**src/rtl/dna_stream_encoder.sv**
```systemverilog
// Streaming nucleotide encoder: packs 2-bit base codes for CH parallel channels
// into a LEN-deep buffer and hands the finished sequence downstream.
module dna_stream_encoder #(
   parameter  int LEN = 8,
   parameter  int CH  = 3,
   localparam int LW  = $clog2(LEN+1)
) (
   input  logic                clk,
   input  logic                reset,
   input  logic                in_valid,
   output logic                in_ready,
   input  logic [CH*8-1:0]     in_char,
   input  logic                in_last,
   output logic                out_valid,
   input  logic                out_ready,
   output logic [CH*LEN*2-1:0] out_seq,
   output logic [LW-1:0]       out_len,
   output logic [CH-1:0]       out_err,
   output logic                busy
);

   // state  | meaning
   // S_FILL | accepting beats, writing codes at index cnt
   // S_HOLD | sequence complete, presented until out_ready
   typedef enum logic {S_FILL = 1'b0, S_HOLD = 1'b1} state_t;

   state_t              state_q, state_d;
   logic [LW-1:0]       cnt_q, cnt_d;
   logic [LW-1:0]       len_q, len_d;
   logic [CH*LEN*2-1:0] seq_q, seq_d;
   logic [CH-1:0]       err_q, err_d;
   logic                run_q, run_d;

   logic                accept;
   logic                term;
   logic                release_seq;
   logic [1:0]          code [CH];
   logic [CH-1:0]       bad;

   // {invalid, code}; unknown bytes encode as 00 and flag the channel
   function automatic logic [2:0] enc(input logic [7:0] c);
      case (c)
         8'h41, 8'h61: enc = 3'b000;
         8'h54, 8'h74: enc = 3'b001;
         8'h47, 8'h67: enc = 3'b010;
         8'h43, 8'h63: enc = 3'b011;
         default:      enc = 3'b100;
      endcase
   endfunction

   always_ff @(posedge clk or negedge reset) begin
      if (!reset) begin
         state_q <= S_FILL;
         cnt_q   <= '0;
         len_q   <= '0;
         seq_q   <= '0;
         err_q   <= '0;
         run_q   <= 1'b0;
      end else begin
         state_q <= state_d;
         cnt_q   <= cnt_d;
         len_q   <= len_d;
         seq_q   <= seq_d;
         err_q   <= err_d;
         run_q   <= run_d;
      end
   end

   always_comb begin
      accept      = in_valid && in_ready;
      term        = accept && (in_last || (cnt_q == LW'(LEN-1)));
      release_seq = (state_q == S_HOLD) && out_ready;
   end

   always_comb begin
      state_d = state_q;
      case (state_q)
         S_FILL:  if (term) state_d = S_HOLD;
         S_HOLD:  if (out_ready) state_d = S_FILL;
         default: state_d = S_FILL;
      endcase
   end

   // run_q keeps in_ready low until the first edge after reset release
   always_comb begin
      in_ready  = (state_q == S_FILL) && run_q;
      out_valid = (state_q == S_HOLD);
      busy      = (state_q == S_HOLD) || (cnt_q != '0);
      out_seq   = seq_q;
      out_len   = len_q;
      out_err   = err_q;
   end

   always_comb begin
      for (int k = 0; k < CH; k++) begin
         {bad[k], code[k]} = enc(in_char[8*k +: 8]);
      end
   end

   always_comb begin
      run_d = 1'b1;
      seq_d = seq_q;
      cnt_d = cnt_q;
      len_d = len_q;
      err_d = err_q;
      if (release_seq) begin
         seq_d = '0;
         cnt_d = '0;
         len_d = '0;
         err_d = '0;
      end else if (accept) begin
         for (int k = 0; k < CH; k++) begin
            for (int i = 0; i < LEN; i++) begin
               if (LW'(i) == cnt_q) seq_d[2*(k*LEN+i) +: 2] = code[k];
            end
         end
         err_d = err_q | bad;
         cnt_d = cnt_q + 1'b1;
         if (term) len_d = cnt_q + 1'b1;
      end
   end

endmodule

```
**config.mk**
```make
export PLATFORM = sky130hd
export DESIGN_NAME = dna_stream_encoder
export DESIGN_NICKNAME = d
export VERILOG_FILES = /design/src/rtl/dna_stream_encoder.sv
export SDC_FILE = /design/constraint.sdc
export NUM_CORES = 1
export LEC_CHECK = 0
export ABC_AREA = 0
export CAP_MARGIN = 40
export CORE_MARGIN = 2
export CORE_UTILIZATION = 47
export DETAILED_ROUTE_END_ITERATION = 10
export GPL_TIMING_DRIVEN = 0
export PLACE_DENSITY = 0.77
export SLEW_MARGIN = 20
export SYNTH_ARGS = -nofsm -noshare
export SYNTH_HDL_FRONTEND = slang
export SYNTH_SLANG_ARGS = --single-unit
```
**constraint.sdc**
```tcl
create_clock -name clk -period 1.7 [get_ports clk]
set_input_delay 0.255 -clock clk [delete_from_list [all_inputs] [get_ports clk]]
set_output_delay 0.255 -clock clk [all_outputs]
set_load 0.01 [all_outputs]
```
**After elaboration in Yosys (flattened, before gate mapping)**

Index checks and enable logic that the tools add are counted.

- Bits in registers: 61
- Bits of input ports: 29

- $add $sub $neg: 1
- Equality and inequality tests: 32
- Mux-type cells: 39
- Bitwise gates (word level): 2
- Reductions and logical operators: 39

Operator list:

| operator | count |
|---|---|
| equality test 8 x 7 -> 1 bit (second input constant) | 24 |
| 2-to-1 mux 48 bit | 2 |
| 2-to-1 mux 2 bit | 24 |
| case mux 3 bit (4 select lines) | 3 |
| OR reduction 2 bit | 12 |
| 2-to-1 mux 4 bit | 5 |
| nonzero test 2 bit | 10 |
| AND reduction 2 bit | 9 |
| equality test 3 x 4 -> 1 bit (first input constant) | 4 |
| equality test 2 x 4 -> 1 bit (first input constant) | 2 |
| 2-to-1 mux 3 bit | 2 |
| adder 4 x 1 -> 4 bit (second input constant) | 1 |
| equality test 1 x 4 -> 1 bit (first input constant) | 1 |
| equality test 4 x 3 -> 1 bit (second input constant) | 1 |
| logical AND 1 bit | 4 |
| zero test 4 bit | 1 |
| nonzero test 4 bit | 1 |
| OR 3 bit | 1 |
| logical OR 1 bit | 2 |
| 2-to-1 mux 1 bit | 2 |
| case mux 1 bit (2 select lines) | 1 |
| inverter 1 bit | 1 |

**Depth between registers and ports, before layout**

Gate-level depths: netlist of run 1.

- Depth in word-level cells: 7
- Gate-level depth with buffers: 6
- Depth with buffers taken out: 6

**Least setup slack after synthesis of run 1**

OpenSTA, ideal clock, no wires.

- Path kind: register to output
- Start: reg state_q (netlist: out_valid)
- End: out busy
- Arrival time: 1.272 ns
- Data required time: 1.445 ns
- Slack: 0.173 ns
- Stages on the path, launching flop included: 3
- Cell sequence: dfrtp_1 > buf_6 > or4b_2

- Cells in the longest elaborated chain, start to end: 1

Ends and longest elaborated chain:

| what | line | RTL |
|---|---|---|
| from (decl) | 27 | `state_t state_q, state_d;` |
| from (signal assigned) | 60 | `state_q <= state_d;` |
| logical OR 1 bit | 88 | `busy = (state_q == S_HOLD) \|\| (cnt_q != '0);` |
| to (decl) | 19 | `output logic busy` |

Every way passes these cells.

**Worst setup path after layout of run 1**

- Start: reg cnt_q[0]
- End: out busy

- Cells in the longest elaborated chain, start to end: 2

Ends and longest elaborated chain:

| what | line | RTL |
|---|---|---|
| from (decl) | 28 | `logic [LW-1:0] cnt_q, cnt_d;` |
| from (signal assigned) | 61 | `cnt_q <= cnt_d;` |
| nonzero test 4 bit | 88 |  |
| logical OR 1 bit | 88 |  |

Every way passes these cells.

==> results of run 1 <==
[worst max-delay path: stages, from the launching register on]
cell and delay [ns]:
dfrtp_2 0.43, inv_4 0.08, ha_4 0.13, or4b_4 0.47
buf_6 0.14
[final timing paths]
kind / from / end / slack, ns / cells after the start
worst min register to register: out_err[1] / out_err[1] / 0.49 / 1
min in group clk: out_err[1] / out_err[1] / 0.49 / 1
max in group asynchronous: reset / out_seq[4] / 0.96 / 3
worst max-delay path: cnt_q[0] / busy / -0.14 / 4
worst min-delay path: reset / out_seq[45] / 0.25 / 2
worst max register to register: cnt_q[0] / out_seq[35] / -0.11 / 7
[sequential cells by signal, indices dropped and copies added (netlist names)]
register	cells
out_err	3
cnt_q	4
out_valid	1
out_len	4
run_q	1
out_seq	48
[where the power goes]
group	switching (mW)	total, mW	internal [mW]
registers	0.0591	1.59	1.53
clock network	0.571	1.17	0.601
logic	0.439	0.905	0.467
[kinds of logic (layout without fill, tap and decap cells)]
kind of cell             after synthesis  count (layout)
AO/OA/AOI/OAI                         43              43
XOR/XNOR                               2               2
adder cells (fa/ha/maj)                4               4
buffers and inverters                 13             137
flip-flops                            61              61
multiplexers                          28              28
other                                  1               1
AND/OR/NAND/NOR                      122             122
[Yosys cell counts (2+ instances only)]
cell type	instances	area share [%]
nand3_1	6	1.0
nand2_1	55	7.2
nor3_4	5	2.8
mux2i_1	28	9.8
inv_1	4	0.52
nor2_2	3	0.65
nand2b_1	4	0.87
dfrtp_1	61	53
a21o_1	2	0.52
xnor2_1	2	0.61
ha_1	4	1.7
and3b_1	2	0.61
o21ai_0	30	5.2
clkbuf_1	4	0.52
a21oi_2	2	0.61
nand4bb_1	6	2.4
nor2b_1	3	0.65
buf_2	2	0.35
nand4b_1	3	0.92
nor3b_1	2	0.52
a21oi_1	6	1.0
nor2_1	22	2.9
[routing by layer]
metal  up-vias  global-route usage (%)  part of all wire [%]
li1       1187                       -                     -
met1      1207                    29.9                    43
met2        78                    36.6                    50
met3        20                    6.30                   4.6
met4         0                    8.33                   2.3
met5         -                       0                     0
[what timing repair did]
action                                  4_1_cts  5_1_grt
pin swaps                                     5       15
endpoints found under the hold margin        61        0
cloned                                        0        1
buffers inserted                             12       10
gates resized for setup                      20       27
endpoints found under the setup margin       11       43
hold buffers                                  1        0
[stage by stage]
step | cell area [µm²] | std cells | worst slack (ns) | hold WS [ns]
after CTS | 4150 | 462 | -0.0924 | 0.259
after detailed placement | 3820 | 433 | -0.364 | 0.0590
final | 4370 | 473 | -0.141 | 0.253
after floorplan | 2870 | 274 | 0.173 | -0.0406
after global placement | 3800 | 432 | -1.52 | 0.465
after global routing | 4370 | 473 | -0.174 | 0.249
[area by class of cell]
type / count / area [µm²] / area share (%)
clock inverter: 4 / 22.5 / 0.515
timing repair buffer: 108 / 1100 / 25.3
multi-input combinational: 200 / 1390 / 31.9
buffer: 9 / 57.6 / 1.32
tap: 75 / 93.8 / 2.15
inverter: 4 / 17.5 / 0.401
clock buffer: 12 / 155 / 3.55
sequential: 61 / 1530 / 35.0
==> flow_metrics.tcl, run 1 <==
set metrics [dict create \
    outcome "complete, but fails checks" \
    violations "negative setup slack" \
    coreArea_um2 5920 \
    num_vias 2492 \
    nets 426 \
    cts_tree "yes" \
    final_cell_mix "80 x clkdlybuf4s50_1, 60 x dfrtp_1, 53 x nand2_1" \
    drtIter0Drc 149 \
    worstSkewPairLatency_ns 0.34 \
    synth_flop_cell "dfrtp_1" \
    ys.warnings.count 0 \
    cts_sinks 61 \
    portBuffers 83 \
    layout_commonest_cell "clkdlybuf4s50_1" \
    ios 87 \
    yosys.area_share.simple_pct 24.0 \
    post_synth_num_cell_types 40 \
    ys_ff_latch 61 \
    setup_ws_ns -0.141 \
    drt-wirelength-per-cell_um 16.5 \
    cts_buffer_depth 2 \
    gp_congestion 0.815 \
    synth_top_family_by_area "simple AND/OR/NAND/NOR gates" \
    power.total_mw 3.66 \
    rsz0062_at_grt "true" \
    hp-class "in2async" \
    grt_pass1_vias 2360 \
    grt_pass1_wl_mm 11.4 \
    max_freq_ghz 0.543 \
    n_fill_cell 407 \
    drc 0 \
    layout-drive-gt1-share_pct 19.6 \
    critPathArrivalTime_ns 1.59 \
    die_h_um 82.2 \
    critPathMaxFanout 2 \
    p_leak_nw 1.89 \
    path_class "reg2out" \
    cp.required_ns 1.44 \
    maxSlewViolCount 0 \
    synth_compound_area_share_pct 8.45 \
    synth-async-reset-ratio_pct 100 \
    crit_path_end_kind "output port" \
    overflow 0 \
    synthMuxAreaShare_pct 9.76 \
    syn_to_final_growth_pct 52.2 \
    cts_max_level 3 \
    syn_inst 274 \
    cts.clk_slew.worst_paths_ns 0.07 \
    syn_area_per_cell_um2 10.5 \
    die_area_um2 6750 \
    fin_worst_skew_ns 0.00722 \
    rows 28 \
    antenna_found_initial 0 \
    root_buffer "clkbuf_8" \
    crit_path_start_kind "register" \
    synthesis.nets 307 \
    numCtsBuffers 9 \
    ys_seq_area_share_pct 53.2 \
    diodes 0 \
    dpl.hpwl_mm 4.97 \
    fin_setup_tns_ns -0.492 \
    synthAdderAreaFrac_pct 1.74 \
    wl_mm 7.80 \
    start_util_pct 48.5 \
    synth_edf_count 0 \
    hold_viol_final 0 \
    via_per_inst 5.27 \
    grt_max_degree 60 \
    synth-xor-area-share_pct 0.610 \
    period_share_pct 108 \
    syn_area_um2 2870 \
    die_x_um 82.2 \
    p_per_area_nw_per_um2 838 \
    setup_violations 7 \
    ir_drop_mv 0.600 \
    drt.antenna.violating_nets 0 \
    drv_cap 0 \
    final_util_pct 73.8 \
    fin_crit_ns 1.84 \
    dr.pass1.iters 5 \
    grt_usage_pct 22.9 \
]
No activity file was read; power rests on OpenSTA's default activity.
==> run 2: changes to the inputs <==
CORE_UTILIZATION = 48   (was 47)
CTS_BUF_LIST = sky130_fd_sc_hd__clkbuf_8   (was default)
HOLD_SLACK_MARGIN = 0.03   (was default)
PLACE_DENSITY = 0.83   (was 0.77)
==> run 2 against run 1 <==
  * The run still ends with negative setup slack left
  * Register-to-register slack improved by 0.05 ns
  * Clock skew increased by 0.0014 ns
  * Sequential power about the same
  * Flip-flop and latch count unchanged
  * Die area decreased by 2.0%
  * Via count decreased by 2.2%
  * Non-clock buffer count decreased by 9
  * Critical path type unchanged
  * Critical endpoint unchanged
==> flow_metrics.tcl, run 2 (synthesis results as in run 1) <==
set metrics [dict create \
    grt_max_degree 61 \
    crit_chain "buf_6 > or4b_4 > buf_6" \
    cts_tree "yes" \
    gp_congestion 0.835 \
    ios 87 \
    finish.instance_area_um2 4220 \
    rows 28 \
    layout-drive-gt1-share_pct 15.0 \
    dpl.hpwl_mm 4.96 \
    maxSlewViolCount 0 \
    overflow 0 \
    numCtsBuffers 9 \
    diodes 0 \
    via_per_inst 5.28 \
    power.total_mw 3.68 \
    rr_worst_depth 7 \
    ir_drop_mv 0.585 \
    largest_reg_flops 48 \
    nets 417 \
    hp-class "in2async" \
    cp_slowest_cell "or4b_4" \
    die_area_um2 6620 \
    grt_usage_pct 23.4 \
    portBuffers 83 \
    final_cell_mix "80 x clkdlybuf4s50_1, 60 x dfrtp_1, 55 x nand2_1" \
    drv_cap 0 \
    worstReg2RegStart "cnt_q[0]" \
    startpoint "out_valid" \
    drc 0 \
    dr.pass1.iters 4 \
    num_vias 2438 \
    r2r_setup_slack_ns -0.06 \
    drt-wirelength-per-cell_um 15.6 \
    rsz0062_at_grt "true" \
    root_buffer "clkbuf_8" \
    syn_to_final_growth_pct 47.1 \
    cp.required_ns 1.44 \
    p_leak_nw 1.82 \
    critPathMaxFanout 10 \
    worst_path_largest_cell_delay_ns 0.56 \
    cts_sinks 61 \
    grt_pass1_vias 2381 \
    final_util_pct 72.2 \
    grt_pass1_wl_mm 11.5 \
    hold_viol_final 0 \
    critPathArrivalTime_ns 1.59 \
    outcome "complete, but fails checks" \
    drtIter0Drc 149 \
    cts_buffer_depth 2 \
    antenna_found_initial 0 \
    start_util_pct 49.1 \
    layout_commonest_cell "clkdlybuf4s50_1" \
    die_x_um 81.3 \
    p_per_area_nw_per_um2 872 \
    coreArea_um2 5850 \
    worstSkewPairLatency_ns 0.34 \
    cts_max_level 3 \
    cpMostUsedCell "buf_6" \
    fin_worst_skew_ns 0.00861 \
    r2r-end "out_seq[11]" \
    crit_path_start_kind "register" \
    drt.antenna.violating_nets 0 \
    die_h_um 81.3 \
    crit_path_end_kind "output port" \
    setup_ws_ns -0.146 \
    violations "negative setup slack" \
    cts.clk_slew.worst_paths_ns 0.07 \
    fin_crit_ns 1.85 \
    crit_end "busy" \
    setup_violations 4 \
    wl_mm 7.22 \
    path_class "reg2out" \
    placed_area_um2 3820 \
    max_freq_ghz 0.542 \
    period_share_pct 109 \
]
## run 2: layout make-up
| cell class | instances | area (µm²) |
|---|---|---|
| Buffer | 9 | 55.1 |
| Clock buffer | 12 | 165 |
| Clock inverter | 2 | 33.8 |
| Fill cell | 416 | 1630 |
| Inverter | 4 | 15.0 |
| Multi-Input combinational cell | 200 | 1340 |
| Sequential cell | 61 | 1530 |
| Tap cell | 75 | 93.8 |
| Timing Repair Buffer | 99 | 995 |
## run 2: worst min-delay path by stage
stage	from	end	slack [ns]
CTS	reset	out_seq[42]	0.24
floorplan	reset	cnt_q[0]	-0.04
global route	reset	out_seq[42]	0.28
detailed placement	reset	out_seq[42]	0.05
finish	reset	out_seq[42]	0.25
global placement	out_err[2]	out_err[2]	0.46
## run 2: worst max-delay path, delay by kind of cell, from the launching register on
| kind | cells | cell delay (ns) |
|---|---|---|
| DFF | 1 | 0.39 |
| and+or+nand+nor | 1 | 0.56 |
| buffers and inverters | 2 | 0.30 |
## run 2: timing repair
item	4_1_cts	5_1_grt
hold buffers	1	0
pin swaps	3	5
resized for setup	13	14
buffers inserted	8	6
setup endpoints to repair	17	25
endpoints found under the hold margin	61	0
## run 2: through the flow
stage	hold slack, ns	worst slack [ns]	std cells	TNS [ns]
2_1_floorplan	-0.0406	0.173	274	0
3_3_place_gp	0.464	-1.45	432	-93.12
3_5_place_dp	0.0544	-0.350	433	-6.66
4_1_cts	0.242	-0.136	456	-0.136
5_1_grt	0.281	-0.165	462	-1.84
6_report	0.248	-0.146	462	-0.260
## run 2: where the power goes
part | internal [mW] | switching [mW] | total, mW
Sequential | 1.53 | 0.0502 | 1.58
Clock | 0.776 | 0.527 | 1.30
Combinational | 0.405 | 0.396 | 0.801
## run 2: per-layer routing
metal | GRT usage (%) | wire, µm | vias to the layer above
li1 | - | - | 1161
met1 | 29.3 | 2980 | 1157
met2 | 38.8 | 3610 | 104
met3 | 3.67 | 434 | 16
met4 | 12.4 | 201 | 0
met5 | 0 | 0 | -
